`src/rtl/mpsoc_wb_uart_receiver_if.sv`:
```
// RX FIFO access bundle between the UART receiver and the register block.
// The master is the register block: it pops entries and issues clears.
// The slave is the receiver: it returns the head entry, the fill level and the status flags.
interface mpsoc_wb_uart_receiver_if #(
    parameter int FIFO_COUNTER_W = 5
);
    logic                      rf_pop;
    logic                      rx_reset;
    logic                      lsr_mask;
    logic [10:0]               rf_data_out;
    logic [FIFO_COUNTER_W-1:0] rf_count;
    logic                      rf_overrun;
    logic                      rf_error;

    modport master (
        output rf_pop, rx_reset, lsr_mask,
        input  rf_data_out, rf_count, rf_overrun, rf_error
    );

    modport slave (
        input  rf_pop, rx_reset, lsr_mask,
        output rf_data_out, rf_count, rf_overrun, rf_error
    );
endinterface

```
`src/rtl/mpsoc_wb_uart_receiver.sv`:
```
// Receive half of the Wishbone UART.
// Samples the serial line on a 16x baud tick and deserialises 5-8 bit characters.
// Each character is checked for parity, framing and break.
// The character and its error tags go into a 16-entry RX FIFO.
//
// state          | meaning
// r_idle       0 | line idle, waiting for a falling edge
// r_rec_start  1 | counting to the middle of the start bit
// r_rec_bit    2 | sampling data bits, LSB first
// r_rec_parity 3 | sampling the parity bit
// r_rec_stop   4 | sampling the first stop bit
// r_push       5 | writing {BI,FE,PE,data} into the FIFO
// r_wait_idle  6 | after a framing error, waiting for the line to return high
module mpsoc_wb_uart_receiver #(
    parameter int FIFO_DEPTH     = 16,
    parameter int FIFO_POINTER_W = 4,
    parameter int FIFO_COUNTER_W = 5
) (
    input  logic                         clk,
    input  logic                         wb_rst_ni,
    input  logic [7:0]                   lcr,
    input  logic                         srx_pad_i,
    input  logic                         enable,
    mpsoc_wb_uart_receiver_if.slave      rf,
    output logic [2:0]                   rstate
);

    typedef enum logic [2:0] {
        r_idle       = 3'd0,
        r_rec_start  = 3'd1,
        r_rec_bit    = 3'd2,
        r_rec_parity = 3'd3,
        r_rec_stop   = 3'd4,
        r_push       = 3'd5,
        r_wait_idle  = 3'd6
    } state_t;

    state_t state_q, state_d;

    logic       rx_meta, rxd;
    logic [3:0] cnt;
    logic [2:0] bit_idx, last_idx;
    logic [7:0] data;
    logic       par_bit, pe, fe;
    logic       par_exp, bi, sample, push;
    logic [10:0] push_word;

    // lcr[7:6] belong to the divisor-latch/break controls of the other half
    logic lcr_unused;
    assign lcr_unused = &{1'b0, lcr[7:6]};

    assign sample    = enable && (cnt == 4'd0);
    assign push      = enable && (state_q == r_push);
    // break: all-zero character, missing stop bit, and parity bit low if there is one
    assign bi        = (data == 8'd0) && fe && !par_bit;
    assign push_word = {bi, fe, pe, data};
    assign rstate    = state_q;

    // expected parity by {EP, stick}
    always_comb begin
        par_exp = 1'b0;
        case ({lcr[4], lcr[5]})
            2'b00:   par_exp = ~^data;
            2'b10:   par_exp = ^data;
            2'b01:   par_exp = 1'b1;
            default: par_exp = 1'b0;
        endcase
    end

    // two-flop synchroniser on the serial input, idles high
    always_ff @(posedge clk or negedge wb_rst_ni) begin
        if (!wb_rst_ni) begin
            rx_meta <= 1'b1;
            rxd     <= 1'b1;
        end else begin
            rx_meta <= srx_pad_i;
            rxd     <= rx_meta;
        end
    end

    // FSM state register
    always_ff @(posedge clk or negedge wb_rst_ni) begin
        if (!wb_rst_ni) state_q <= r_idle;
        else            state_q <= state_d;
    end

    // FSM next-state logic, advancing only on baud ticks
    always_comb begin
        state_d = state_q;
        case (state_q)
            r_idle:       if (enable && !rxd) state_d = r_rec_start;
            r_rec_start:  if (sample) state_d = rxd ? r_idle : r_rec_bit;
            r_rec_bit:    if (sample && (bit_idx == last_idx))
                              state_d = lcr[3] ? r_rec_parity : r_rec_stop;
            r_rec_parity: if (sample) state_d = r_rec_stop;
            r_rec_stop:   if (sample) state_d = r_push;
            r_push:       if (enable) state_d = fe ? r_wait_idle : r_idle;
            r_wait_idle:  if (enable && rxd) state_d = r_idle;
            default:      state_d = r_idle;
        endcase
    end

    // sample counter, bit counter and captured frame fields
    always_ff @(posedge clk or negedge wb_rst_ni) begin
        if (!wb_rst_ni) begin
            cnt      <= 4'd0;
            bit_idx  <= 3'd0;
            last_idx <= 3'd0;
            data     <= 8'd0;
            par_bit  <= 1'b0;
            pe       <= 1'b0;
            fe       <= 1'b0;
        end else if (enable) begin
            case (state_q)
                r_idle: if (!rxd) cnt <= 4'd7;
                r_rec_start: begin
                    if (cnt == 4'd0) begin
                        // word length is frozen here for the whole frame
                        cnt      <= 4'd15;
                        bit_idx  <= 3'd0;
                        last_idx <= 3'd4 + {1'b0, lcr[1:0]};
                        data     <= 8'd0;
                        par_bit  <= 1'b0;
                        pe       <= 1'b0;
                        fe       <= 1'b0;
                    end else cnt <= cnt - 4'd1;
                end
                r_rec_bit: begin
                    if (cnt == 4'd0) begin
                        cnt           <= 4'd15;
                        data[bit_idx] <= rxd;
                        bit_idx       <= bit_idx + 3'd1;
                    end else cnt <= cnt - 4'd1;
                end
                r_rec_parity: begin
                    if (cnt == 4'd0) begin
                        cnt     <= 4'd15;
                        par_bit <= rxd;
                        pe      <= (rxd != par_exp);
                    end else cnt <= cnt - 4'd1;
                end
                r_rec_stop: begin
                    if (cnt == 4'd0) begin
                        cnt <= 4'd15;
                        fe  <= ~rxd;
                    end else cnt <= cnt - 4'd1;
                end
                default: ;
            endcase
        end
    end

    // ---------------- RX FIFO ----------------
    logic [10:0]               mem [FIFO_DEPTH];
    logic [FIFO_POINTER_W-1:0] wp, rp;
    logic [FIFO_COUNTER_W-1:0] count, err_cnt;
    logic                      overrun, full, pop_ok, push_ok, push_err, head_err;
    logic [10:0]               head;

    assign full     = (count == FIFO_COUNTER_W'(FIFO_DEPTH));
    assign pop_ok   = rf.rf_pop && (count != '0);
    assign push_ok  = push && !rf.rx_reset && (!full || pop_ok);
    assign head     = mem[rp];
    assign push_err = |push_word[10:8];
    assign head_err = |head[10:8];

    // an empty FIFO presents zero rather than a stale slot
    assign rf.rf_data_out = (count == '0) ? 11'd0 : head;
    assign rf.rf_count    = count;
    assign rf.rf_overrun  = overrun;
    assign rf.rf_error    = (err_cnt != '0);

    // storage array, written at the tail
    always_ff @(posedge clk) begin
        if (push_ok) mem[wp] <= push_word;
    end

    // pointers, fill level, error count and overrun flag
    always_ff @(posedge clk or negedge wb_rst_ni) begin
        if (!wb_rst_ni) begin
            wp      <= '0;
            rp      <= '0;
            count   <= '0;
            err_cnt <= '0;
            overrun <= 1'b0;
        end else if (rf.rx_reset) begin
            wp      <= '0;
            rp      <= '0;
            count   <= '0;
            err_cnt <= '0;
            overrun <= 1'b0;
        end else begin
            if (push_ok) wp <= wp + FIFO_POINTER_W'(1);
            if (pop_ok)  rp <= rp + FIFO_POINTER_W'(1);
            case ({push_ok, pop_ok})
                2'b10:   count <= count + FIFO_COUNTER_W'(1);
                2'b01:   count <= count - FIFO_COUNTER_W'(1);
                default: ;
            endcase
            case ({push_ok && push_err, pop_ok && head_err})
                2'b10:   err_cnt <= err_cnt + FIFO_COUNTER_W'(1);
                2'b01:   err_cnt <= err_cnt - FIFO_COUNTER_W'(1);
                default: ;
            endcase
            // a new overrun takes priority over the clear from the LSR read
            if (push && full && !pop_ok) overrun <= 1'b1;
            else if (rf.lsr_mask)        overrun <= 1'b0;
        end
    end

endmodule

```
`src/flat_wrapper.sv`:
```
// flat-port wrapper written by rule: the top's interface ports become plain ports
module mpsoc_wb_uart_receiver_flat 
#(
    parameter int FIFO_DEPTH     = 16,
    parameter int FIFO_POINTER_W = 4,
    parameter int FIFO_COUNTER_W = 5
)
  (clk, wb_rst_ni, lcr, srx_pad_i, enable, rstate, rf_rf_pop, rf_rx_reset, rf_lsr_mask, rf_rf_data_out, rf_rf_count, rf_rf_overrun, rf_rf_error);
  mpsoc_wb_uart_receiver_if #(.FIFO_COUNTER_W(FIFO_COUNTER_W)) rf_i ();
  input  logic clk;
  input  logic wb_rst_ni;
  input  logic [7:0] lcr;
  input  logic srx_pad_i;
  input  logic enable;
  output logic [2:0] rstate;
  input wire logic [$bits(rf_i.rf_pop)-1:0] rf_rf_pop;
  input wire logic [$bits(rf_i.rx_reset)-1:0] rf_rx_reset;
  input wire logic [$bits(rf_i.lsr_mask)-1:0] rf_lsr_mask;
  output wire logic [$bits(rf_i.rf_data_out)-1:0] rf_rf_data_out;
  output wire logic [$bits(rf_i.rf_count)-1:0] rf_rf_count;
  output wire logic [$bits(rf_i.rf_overrun)-1:0] rf_rf_overrun;
  output wire logic [$bits(rf_i.rf_error)-1:0] rf_rf_error;
  assign rf_i.rf_pop = rf_rf_pop;
  assign rf_i.rx_reset = rf_rx_reset;
  assign rf_i.lsr_mask = rf_lsr_mask;
  assign rf_rf_data_out = rf_i.rf_data_out;
  assign rf_rf_count = rf_i.rf_count;
  assign rf_rf_overrun = rf_i.rf_overrun;
  assign rf_rf_error = rf_i.rf_error;
  mpsoc_wb_uart_receiver #(.FIFO_DEPTH(FIFO_DEPTH), .FIFO_POINTER_W(FIFO_POINTER_W), .FIFO_COUNTER_W(FIFO_COUNTER_W)) u_core (.clk(clk), .wb_rst_ni(wb_rst_ni), .lcr(lcr), .srx_pad_i(srx_pad_i), .enable(enable), .rf(rf_i), .rstate(rstate));
endmodule
```
`config.mk`:
```
export PLATFORM = sky130hd
export DESIGN_NAME = mpsoc_wb_uart_receiver_flat
export DESIGN_NICKNAME = d
export VERILOG_FILES = /design/src/rtl/mpsoc_wb_uart_receiver_if.sv /design/src/rtl/mpsoc_wb_uart_receiver.sv /design/src/flat_wrapper.sv
export SDC_FILE = /design/constraint.sdc
export NUM_CORES = 1
export LEC_CHECK = 0
export CAP_MARGIN = 20
export CORE_MARGIN = 5
export CORE_UTILIZATION = 41
export CTS_CLUSTER_DIAMETER = 30
export DETAILED_ROUTE_END_ITERATION = 8
export GPL_ROUTABILITY_DRIVEN = 0
export HOLD_SLACK_MARGIN = 0.08
export PLACE_DENSITY = 0.55
export SYNTH_ARGS = -nofsm -noshare
export SYNTH_HDL_FRONTEND = slang
export SYNTH_SLANG_ARGS = --single-unit
```
`constraint.sdc`:
```
create_clock -name clk -period 9.15 [get_ports clk]
set_clock_uncertainty 0.15 [all_clocks]
set_input_delay 0.915 -clock clk [delete_from_list [all_inputs] [get_ports clk]]
set_output_delay 0.915 -clock clk [all_outputs]
set_load 0.01 [all_outputs]
```
# Yosys cells after proc, flatten, opt, wreduce, memory -nomap -nowiden
# Memory sizes are Yosys's and may differ from the RTL's.
# Cells that the tools add are included.
# Widths: inputs -> output; s select.
totals:
  regBits: 45
  ramBits: 176
  in_bits: 15
  out_inout_bits: 21
  word_cells: 148
  memories: 1
op_classes:
  add_sub_neg: 9
  magnitude_cmp: 2
  eq_ne: 27
  muxes: 45
  bitwise: 1
  reduce_logical: 48
mem_list:
  columns: ["name", "depth", "width", "rd", "rd_ports_with_merged_regs", "wr", "line", "text"]
  rows:
  - ["u_core.mem", 16, 11, 1, 0, 1, "mpsoc_wb_uart_receiver.sv:154", "logic [10:0] mem [FIFO_DEPTH];"]
op_table:
  columns: ["cell", "n"]
  rows:
  - ["$mux 3", 11]
  - ["$mux 4", 6]
  - ["$pmux 3 s7", 1]
  - ["$ne 2x1->1 const B", 10]
  - ["$pmux 5 s2", 2]
  - ["$mux 8", 2]
  - ["$pmux 8 s2", 1]
  - ["$logic_and 1x1->1", 15]
  - ["$reduce_and 4->1", 3]
  - ["$reduce_bool 2->1", 6]
  - ["$mux 11", 1]
  - ["$add 5x1->5 const B", 2]
  - ["$mux 1", 10]
  - ["$mux 5", 2]
  - ["$reduce_bool 5->1", 2]
  - ["$sub 5x1->5 const B", 2]
  - ["$eq 3x3->1 const B", 3]
  - ["$reduce_bool 3->1", 3]
  - ["$add 4x1->4 const B", 2]
  - ["$bwmux 8", 1]
  - ["$logic_not 8->1", 1]
  - ["$pmux 4 s2", 1]
  - ["$reduce_xnor 8->1", 1]
  - ["$reduce_xor 8->1", 1]
  - ["29 further kinds", 43]

# Longest topological paths before layout
logic_depth:
  ltp_word: 8
  depth_mapped: 15

# Least setup slack after synthesis
# Ideal clock, no wire load.
synth_timing:
  kind: "input to register"
  from: "input port enable"
  to: "register u_core.err_cnt[4]"
  setup_time_ns: 0.128
  arrival_time_ns: 3.259
  required_ns: 8.872
  slack_ns: 5.613
  stages: 13
  path_buffers: 1
  cell_sequence: "clkbuf_1 -> and4b_1 -> o211a_1 -> o21ai_0 -> nand2_1 -> inv_1 -> ha_1 -> nor2b_1 -> o21ai_0 -> nand2b_1 -> nand2b_1 -> mux2i_1 -> mux2_1"
synth_between:
  elab_chain_len: 7
  elab_cells_between_ends: 9
synth_lines:
  columns: ["element", "line", "text"]
  rows:
  - ["from (decl)", "flat_wrapper.sv:14", "input logic enable;"]
  - ["$logic_and 1x1->1 *", "mpsoc_wb_uart_receiver.sv:53", "assign push = enable && (state_q == r_push);"]
  - ["$logic_and 1x1->1 * (2 in series)", "mpsoc_wb_uart_receiver.sv:162", "assign push_ok = push && !rf.rx_reset && (!full || pop_ok);"]
  - ["$logic_and 1x1->1 *", "mpsoc_wb_uart_receiver.sv:200", "case ({push_ok && push_err, pop_ok && head_err})"]
  - ["$eq 2x1->1 / $eq 2x2->1 (equally long branches)", "mpsoc_wb_uart_receiver.sv:200", null]
  - ["$pmux 5 s2", "mpsoc_wb_uart_receiver.sv:200", null]
  - ["$mux 5", "mpsoc_wb_uart_receiver.sv:186", "end else if (rf.rx_reset) begin"]
  - ["to (signal assigned)", "mpsoc_wb_uart_receiver.sv:201", "2'b10: err_cnt <= err_cnt + FIFO_COUNTER_W'(1);"]
  - ["to (signal assigned)", "mpsoc_wb_uart_receiver.sv:202", "2'b01: err_cnt <= err_cnt - FIFO_COUNTER_W'(1);"]
  - ["to (decl)", "mpsoc_wb_uart_receiver.sv:156", "logic [FIFO_COUNTER_W-1:0] count, err_cnt;"]
# Every way passes the cells marked *; elsewhere a longest branch is shown, timed or not.
# A chain may end at the register's enable or synchronous reset.

# Worst setup path after layout
layout_timing:
  from: "register u_core.rp[0]"
  to: "output port rf_rf_data_out[1]"
layout_between:
  elab_chain_len: 2
layout_lines:
  columns: ["element", "line", "text"]
  rows:
  - ["from (decl)", "mpsoc_wb_uart_receiver.sv:155", "logic [FIFO_POINTER_W-1:0] wp, rp;"]
  - ["from (signal assigned)", "mpsoc_wb_uart_receiver.sv:194", "if (pop_ok) rp <= rp + FIFO_POINTER_W'(1);"]
  - ["$mem_v2 16x11", null, null]
  - ["$mux 11", "mpsoc_wb_uart_receiver.sv:168", "assign rf.rf_data_out = (count == '0) ? 11'd0 : head;"]
  - ["to (decl)", "flat_wrapper.sv:19", "output wire logic [$bits(rf_i.rf_data_out)-1:0] rf_rf_data_out;"]
# Every way passes these cells.

==> results.sh <==
export IMPL_cts_resized=0
export IMPL_p_leak_nw=4.26
export IMPL_finalCriticalPeriod_ps=4470
export IMPL_max_stage_delay_ps=720
export IMPL_maxSlewHeadroom=0.297
export IMPL_grt_pass1_vias=5596
export IMPL_avgSynthCellArea_sq_um=16.1
export IMPL_synth_ff_type="edfxtp_1"
export IMPL_grt_pass1_wl_microns=31900
export IMPL_p_per_area_mw_per_mm2=285
export IMPL_whs_ps=204
export IMPL_row_count=56
export IMPL_hold_path_class="reg -> reg"
export IMPL_run_status="finished, final reports clean"
export IMPL_drive_gt1_frac=0.231
export IMPL_cts_sinks=221
export IMPL_synthArstFlopShare=0.204
export IMPL_crit_fanout=47
export IMPL_crit_top_cell="mux4_2"
export IMPL_slowest_stage="buf_4"
export IMPL_pre_cts_ws_ps=4380
export IMPL_n_antenna_cell=0
export IMPL_fp_dieH_microns=164
export IMPL_drt_iter0_drc=341
export IMPL_synth_fp_nets=636
export IMPL_path_cells="buf_4 > mux4_2 > mux4_2 > nor2b_1 > clkdlybuf4s50_1"
export IMPL_overflow=0
export IMPL_layout_common_cells="edfxtp_1 (176), nand2_1 (52), mux4_2 (48)"
export IMPL_setup_viol=0
export IMPL_area_delta_synth_final_pct=23.2
export IMPL_fp_dieW_microns=164
export IMPL_dr_pass1_iters=5
export IMPL_seq_area_sq_mm=0.00642
export IMPL_synth_area_leaders="edfxtp_1 (54%), mux4_2 (11%), dfrtp_1 (11%)"
export IMPL_hpwl_microns=12000
export IMPL_multi_input_comb_area_sq_mm=0.00310
export IMPL_worst_slew_pin_slew_ps=1050
export IMPL_fill_cells=1954
export IMPL_worstPathRequired_ps=8090
export IMPL_min_period_over_period=0.488
export IMPL_dieArea_sq_mm=0.0268
export IMPL_endpoint_kind="output port"
export IMPL_io_pin_count=36
export IMPL_clock_latency_ps=520
export IMPL_setup_tns_ps=0
export IMPL_clockBufferDepth=3
export IMPL_path_delay_family="buffers and inverters"
export IMPL_synth_top_area_frac=0.545
export IMPL_cp_arrival_ps=3400
export IMPL_drv_slew=0
export IMPL_postCtsSetupBuffers=0
export IMPL_cts_tree="yes"
export IMPL_ys_types=66
export IMPL_grt_max_degree=48
export IMPL_antenna_found_initial=0
export IMPL_critical_path_class="reg -> out"
export IMPL_grt_use_total=0.153
export IMPL_rsz0062_at_grt="no"
export IMPL_htreeDepth=2
export IMPL_initial_core_util=0.415
export IMPL_synth_top_area_cell="edfxtp_1"
export IMPL_cts_hold_buf=0
export IMPL_cp_start_kind="flop"
export IMPL_synth_edf_count=176
export IMPL_max_vdd_ir_drop_uv=139
export IMPL_synth_cells=602
export IMPL_io_buffers=32
export IMPL_yosys_warnings=0
export IMPL_layout_cells_most_common="edfxtp_1"
export IMPL_max_cap_violations=0
export IMPL_hold_viol_final=0
export IMPL_crit_buf_inv=2
export IMPL_post_drt_wl_per_cell_microns=19.4
export IMPL_fmax_mhz=224
export IMPL_clockRootBuffer="clkbuf_16"
export IMPL_synth_area_sq_mm=0.00970
export IMPL_cts_buffers=45
export IMPL_fin_ws_ps=4680
export IMPL_final_antenna_net_count=0
export IMPL_avgViaCountPerCell=5.28
export IMPL_vias=5379
export IMPL_fin_nets=698
export IMPL_synth_seq_cells=221
export IMPL_cts_clk_slew_worst_paths_ps=50
export IMPL_synth_seq_area_share=0.661
export IMPL_wirelength_microns=19800
export IMPL_drcViolationCount=0
export IMPL_core_area_sq_mm=0.0234
==> registers in the layout, summed over array words and instances, names as in the netlist <==
| register | count |
|---|---|
| u_core.rp | 4 |
| u_core.wp | 4 |
| u_core.cnt | 4 |
| u_core.rxd | 1 |
| u_core.fe | 1 |
| u_core.rf.rf_overrun | 1 |
| u_core.rf.rf_count | 5 |
| u_core.par_bit | 1 |
| u_core.err_cnt | 5 |
| u_core.mem | 176 |
| u_core.rx_meta | 1 |
| u_core.last_idx | 3 |
| u_core.pe | 1 |
| u_core.data | 8 |
| u_core.rstate | 3 |
| u_core.bit_idx | 3 |
==> kinds of logic after synthesis <==
| logic type | after synthesis | share of synthesized area |
|---|---|---|
| buffers and inverters | 55 | 0.0255 |
| DFF | 221 | 0.661 |
| and+or+nand+nor | 158 | 0.0811 |
| xor gates and xnor gates | 19 | 0.0191 |
| adders and majority gates | 19 | 0.0260 |
| AOI/OAI and AO/OA | 61 | 0.0462 |
| muxes | 69 | 0.141 |
==> metrics by stage <==
stage / instance area [sq um] / utilization / cells / total power, mW
floorplan: 9700 / - / 602 / 1.65
global placement: 10400 / 0.445 / 936 / 1.80
detailed placement: 10400 / 0.445 / 936 / 1.82
CTS: 12000 / 0.511 / 1019 / 3.44
global route: 12000 / 0.511 / 1019 / 3.56
finish: 12000 / 0.511 / 1019 / 3.40
==> worst reg2reg max path, delay by kind of cell, from the launching register on <==
| family | cells | cell delay [ps] |
|---|---|---|
| mux | 3 | 1260 |
| simple gates | 6 | 920 |
| buf+inv | 2 | 820 |
| fa+ha+maj | 1 | 340 |
| flops | 1 | 330 |
| compound gates | 2 | 320 |
==> path summary, 6_finish.rpt <==
kind,start,end,slack [ps],cells after the start
max reg2reg,u_core.rp[0],u_core.err_cnt[4],4900,14
min reg2reg,u_core.rx_meta,u_core.rxd,200,0
min,u_core.rx_meta,u_core.rxd,200,0
max in group asynchronous,wb_rst_ni,u_core.rp[0],8060,2
min in group asynchronous,wb_rst_ni,u_core.cnt[1],340,2
max,u_core.rp[0],rf_rf_data_out[1],4680,5
==> Yosys cell counts, types with 3 or more instances <==
library cell	count
a22oi_1	6
mux2i_1	12
o21ai_0	17
or3_1	3
nand2b_1	4
nand4_1	3
a22o_1	3
clkbuf_1	18
xnor2_1	12
dfrtp_1	43
nor3b_1	3
ha_1	17
nor2_1	38
edfxtp_1	176
xor2_1	6
nand3_1	9
inv_1	26
mux4_2	48
nor2b_1	13
nor3_1	5
a21oi_1	8
nor4_1	8
and3_4	3
buf_2	5
nand2_1	52
mux4_1	4
and2_1	4
o21a_1	3
o31ai_1	4
==> where the power goes <==
part	total, mW	internal [mW]	switching, mW
Sequential	1.22	1.14	0.0819
Clock	1.61	1.08	0.529
Combinational	0.570	0.279	0.291
==> cell type report <==
| class | count | share of cell area |
|---|---|---|
| Tap cell | 319 | 0.0334 |
| Multi-Input combinational cell | 326 | 0.260 |
| Clock buffer | 50 | 0.0993 |
| Timing Repair Buffer | 43 | 0.0333 |
| Sequential cell | 221 | 0.537 |
| Inverter | 27 | 0.00848 |
| Clock inverter | 33 | 0.0292 |
==> layer usage <==
layer / up-vias / GRT usage / wire length (microns)
met5: - / 0 / 0
met4: 0 / 0.0423 / 332
met3: 30 / 0.0311 / 953
met2: 112 / 0.249 / 9510
met1: 2765 / 0.213 / 8970
li1: 2472 / - / -
Power figures use the tool's default switching activity.
